$ cat src/rtl/instr_encoder.sv
// rtl/instr_encoder.sv - encodes symbolic MIPS instructions and streams them into instruction memory
// Two-state loader: IDLE accepts one request, WRITE holds the word on the memory port until im_ack.
module instr_encoder #(
  parameter int unsigned BASE_ADDR = 0,
  parameter int unsigned DEPTH     = 256,
  parameter int unsigned AW        = 32,
  localparam int unsigned CW       = $clog2(DEPTH + 1)
) (
  input  logic          clk,
  input  logic          rst_n,
  input  logic          clear,
  input  logic          in_valid,
  output logic          in_ready,
  input  logic [2:0]    op_sel,
  input  logic [4:0]    rs,
  input  logic [4:0]    rt,
  input  logic [4:0]    rd,
  input  logic [15:0]   imm,
  input  logic [5:0]    funct,
  output logic          im_we,
  output logic [AW-1:0] im_addr,
  output logic [31:0]   im_wdata,
  input  logic          im_ack,
  output logic [CW-1:0] count,
  output logic          full,
  output logic          ovf
);

  localparam logic [0:0] IDLE  = 1'b0;
  localparam logic [0:0] WRITE = 1'b1;

  localparam logic [2:0] OP_RTYPE   = 3'd0;
  localparam logic [2:0] OP_LW      = 3'd1;
  localparam logic [2:0] OP_SW      = 3'd2;
  localparam logic [2:0] OP_BEQ     = 3'd3;
  localparam logic [2:0] OP_BMEM    = 3'd4;
  localparam logic [2:0] OP_JS      = 3'd5;
  localparam logic [2:0] OP_JMEM    = 3'd6;
  localparam logic [2:0] OP_PCTOREG = 3'd7;

  localparam logic [5:0] OPC_LW   = 6'b100011;
  localparam logic [5:0] OPC_SW   = 6'b101011;
  localparam logic [5:0] OPC_BEQ  = 6'b000100;
  localparam logic [5:0] OPC_BMEM = 6'b010100;
  localparam logic [5:0] OPC_JS   = 6'b010011;
  localparam logic [5:0] FN_JMEM    = 6'b101101;
  localparam logic [5:0] FN_PCTOREG = 6'b010110;

  localparam logic [AW-1:0] BASE = AW'(BASE_ADDR);

  logic [0:0]  state;
  logic [31:0] word;

  always_comb begin
    word = 32'd0;
    case (op_sel)
      OP_RTYPE:   word = {6'b000000, rs, rt, rd, 5'b00000, funct};
      OP_LW:      word = {OPC_LW, rs, rt, imm};
      OP_SW:      word = {OPC_SW, rs, rt, imm};
      OP_BEQ:     word = {OPC_BEQ, rs, rt, imm};
      OP_BMEM:    word = {OPC_BMEM, rs, rt, imm};
      OP_JS:      word = {OPC_JS, rs, rt, imm};
      OP_JMEM:    word = {6'b000000, rs, rt, rd, 5'b00000, FN_JMEM};
      OP_PCTOREG: word = {6'b000000, rs, rt, rd, 5'b00000, FN_PCTOREG};
      default:    word = 32'd0;
    endcase
  end

  assign full     = (count == CW'(DEPTH));
  assign im_we    = (state == WRITE);
  // clear blocks acceptance combinationally so a request can never slip past a restart
  assign in_ready = (state == IDLE) && !full && !clear;

  always_ff @(posedge clk or negedge rst_n) begin
    if (!rst_n) begin
      state    <= IDLE;
      im_addr  <= BASE;
      im_wdata <= 32'd0;
      count    <= '0;
      ovf      <= 1'b0;
    end else if (clear) begin
      state   <= IDLE;
      im_addr <= BASE;
      count   <= '0;
      ovf     <= 1'b0;
    end else begin
      case (state)
        IDLE: begin
          if (in_valid && full) begin
            ovf <= 1'b1;
          end else if (in_valid) begin
            im_wdata <= word;
            state    <= WRITE;
          end
        end
        WRITE: begin
          if (im_ack) begin
            im_addr <= im_addr + AW'(4);
            count   <= count + CW'(1);
            state   <= IDLE;
          end
        end
        default: state <= IDLE;
      endcase
    end
  end

endmodule

$ cat config.mk
export PLATFORM = sky130hd
export DESIGN_NAME = instr_encoder
export DESIGN_NICKNAME = d
export VERILOG_FILES = /design/src/rtl/instr_encoder.sv
export SDC_FILE = /design/constraint.sdc
export NUM_CORES = 1
export LEC_CHECK = 0
export CAP_MARGIN = 0
export CORE_MARGIN = 1
export CORE_UTILIZATION = 46
export DETAILED_ROUTE_END_ITERATION = 16
export PLACE_DENSITY = 0.81
export SLEW_MARGIN = 30
export SYNTH_ARGS = -nofsm -noshare
export SYNTH_HDL_FRONTEND = slang
export SYNTH_SLANG_ARGS = --single-unit
$ cat constraint.sdc
create_clock -name clk -period 2.05 [get_ports clk]
set_input_delay 0.41 -clock clk [delete_from_list [all_inputs] [get_ports clk]]
set_output_delay 0.41 -clock clk [all_outputs]
set_load 0.02 [all_outputs]
==> results of run 1 <==
layout by cell type (no fill, tap or decap), drive strengths merged, types with 2 or more instances in the layout:
master | synthesis | routed
o221ai | 3 | 3
nand2 | 73 | 73
dfrtp | 72 | 72
conb | 1 | 2
o31ai | 2 | 2
clkdlybuf4s50 | 0 | 116
or3 | 7 | 7
nor3 | 5 | 5
bufinv | 0 | 2
buf | 14 | 31
and4 | 3 | 3
ha | 3 | 3
xor2 | 23 | 23
inv | 8 | 8
a21oi | 16 | 16
and3 | 8 | 8
and2 | 3 | 3
nor4b | 2 | 2
a22oi | 2 | 2
clkinv | 0 | 4
clkbuf | 9 | 10
mux2i | 6 | 6
nand4 | 16 | 16
xnor2 | 9 | 9
o21ai | 23 | 23
a31oi | 3 | 3
nor2 | 47 | 47
nand3 | 16 | 16
nand2b | 2 | 2
state kept, by name, summed over array words and instances (netlist names):
name	cells
im_wdata	31
count	9
im_addr	30
im_we	1
ovf	1
power groups by stage:
stage                     Combinational [mW]  Sequential, mW  Clock (mW)
after CTS                              0.785            1.60        1.23
after detailed placement               0.784            1.62           0
after global routing                   0.839            1.61        1.31
final                                  0.777            1.60        1.21
after floorplan                        0.224            1.75           0
after global placement                 0.766            1.62           0
worst register-to-register path, cell delays in order, from the launching register on:
cell,delay [ns]
dfrtp_1,0.34
inv_1,0.07
ha_1,0.20
and4b_2,0.25
buf_4,0.15
or3_1,0.39
buf_12,0.20
o31ai_2,0.23
path summary, 6_finish.rpt:
check	end	slack, ns	cells after the start
max	in_ready	0.13	4
max reg2reg	im_wdata[31]	0.15	7
min in group clk	im_wdata[8]	0.47	2
max in group asynchronous	im_addr[12]	1.65	2
min	count[4]	0.07	2
min reg2reg	im_wdata[8]	0.47	2
layout make-up:
class | count | area (um^2) | area share (%)
clock buffers | 10 | 128 | 2.45
inverters | 8 | 30.0 | 0.577
clock inverters | 6 | 83.8 | 1.61
flip-flops and latches | 72 | 1800 | 34.6
well taps | 99 | 124 | 2.38
multi-input cells | 280 | 1620 | 31.0
repair buffers | 147 | 1420 | 27.3
timing repair:
action / CTS / global route
pin swaps: 1 / 1
setup endpoints to repair: 2 / 3
resized for setup: 9 / 4
gates cloned: 0 / 0
endpoints found under the hold margin: 0 / 0
per-layer routing:
metal	vias to the layer above	share of wire, %
met5	-	0
met4	0	0.75
met3	6	7.3
met2	103	51
met1	1533	41
li1	1562	-
stage by stage:
step / total power [mW] / hold slack, ns
CTS: 3.62 / 0.0942
detailed placement: 2.40 / 0.464
finish: 3.58 / 0.0747
floorplan: 1.98 / 0.114
global route: 3.76 / 0.0875
global placement: 2.38 / 0.454
cells by family after synthesis:
kind of cell,after synthesis,share of synthesized area (%)
fa+ha+maj,3,1.05
compound gates,51,9.08
flops,72,50.5
mux,6,1.68
buf+inv,31,4.91
other cells,1,0.105
simple gates,186,24.9
xor+xnor,32,7.85
==> results_dict.tcl, run 1 <==
set metrics [dict create \
    period_share_pct 93.9 \
    grt_overflow 0 \
    worstMarginPinSlew_ns 0.817 \
    required_ns 1.64 \
    dp_hpwl_um 6460 \
    switching_power_mw 0.998 \
    hold_class "input port to asynchronous set/reset pin" \
    rsz0062_at_grt "no" \
    ant_nets 0 \
    crit_buf_inv 1 \
    status "finished, final reports clean" \
    dp_cells 606 \
    cts_hold_buffers 0 \
    crit_chain "nor4b_2, and4b_2, nor3_1, buf_2" \
    avgViaCountPerCell 5.15 \
    drcViolationCount 0 \
    avgSynthCellArea_um2 9.34 \
    crit_path_max_fanout 3 \
    fin_skew_ns 0.0103 \
    instances_no_fill 622 \
    io_buffers 119 \
    drive_above_1_share_pct 12.8 \
    finalInstanceArea_mm2 0.00521 \
    top_usage_layer "met2" \
    p_clk_share_pct 33.7 \
    timing.fmax_mhz 519 \
    drt_iter0_drc 97 \
    totalWireLength_um 8750 \
    final_core_util_pct 70.6 \
    start_kind "flip-flop" \
    grt_pass1_vias 3318 \
    num_rows 31 \
    initial_core_util_pct 48.4 \
    cp_slowest_stage_delay_ns 0.40 \
    clk_pin_slew_ns 0.08 \
    syn2layout_area_growth_pct 45.8 \
    fin_ws_ns 0.125 \
    crit_start "count[4]" \
    cts-root-buf "clkbuf_8" \
    yosys-top-cells-count "73 x nand2_1, 72 x dfrtp_1, 46 x nor2_1, 23 x xor2_1, 16 x a21oi_1" \
    die_y_um 90.1 \
    fin_crit_ns 1.92 \
    cts.sinks 72 \
    yosysMostFrequentCell "nand2_1" \
    r2r-start "count[0]" \
    maxSlewViolCount 0 \
    pre_cts_ws_ns -0.223 \
    grt_pass1_wl_um 15300 \
    antenna_found_initial 0 \
    relSlewSlack_pct 45.4 \
    drv_cap 0 \
    yosysWarningCount 0 \
    powerDensity_mw_per_mm2 688 \
    hold_violations 0 \
    insertion_delay_ns 0.33 \
    worstPathArrival_ns 1.51 \
    die_w_um 90.1 \
    netSwitchingFraction_pct 27.9 \
    coreArea_mm2 0.00737 \
    tns_ns 0 \
    grt.met3_usage_pct 7.78 \
    clockBufferDepth 2 \
    first_pass_iters 4 \
    grtUsageTotal_pct 23.2 \
    synth.area.top_cells "dfrtp_1 50%, nand2_1 7.7%, xor2_1 5.6%" \
    tritoncts "yes" \
    crit_type "flip-flop to output port" \
    die_area_mm2 0.00812 \
    crit_path_end_kind "output port" \
    synth_top_area_share_pct 50.5 \
    power_leakage_nw 2.33 \
    via_count 3204 \
    nets 566 \
    critPathTopFamily "simple AND/OR/NAND/NOR gates" \
    ys_seq_area_share_pct 50.5 \
    synthCells 382 \
    combPwrFrac_pct 21.7 \
    met1_usage_pct 27.3 \
    synth_area_leader_cell "dfrtp_1" \
    peakVddDrop_v 0.000477 \
    cts_htree_levels 3 \
    synth_flop_cell "dfrtp_1" \
    setup_violations 0 \
    postCtsSetupRepairBufs 0 \
    numCtsBuffers 9 \
    fill_cells 541 \
    diodes 0 \
    p_seq_share_pct 44.6 \
    finalWeightedCongestion 0.801 \
    cp_slowest_cell "dfrtp_1" \
    p_int_mw 2.58 \
    io_pins 122 \
    placed_area_mm2 0.00499 \
    wire_per_inst_um 14.1 \
    synth_edf_count 0 \
    ys_async_sr_fraction_pct 100 \
    use_met2_pct 39.8 \
    ys_seq_elements 72 \
    grt_start_max_net_pins 73 \
    yosysUniqueCellTypes 42 \
    syn-cell-area_mm2 0.00357 \
]
Note: power is estimated with default switching activity, not from simulation.
==> inputs of run 2 (changes only) <==
ABC_CLOCK_PERIOD_IN_PS = 2050   (was unset)
==> results of run 2 <==
Same layout as run 1: the final DEF is identical, and so are final timing and power.
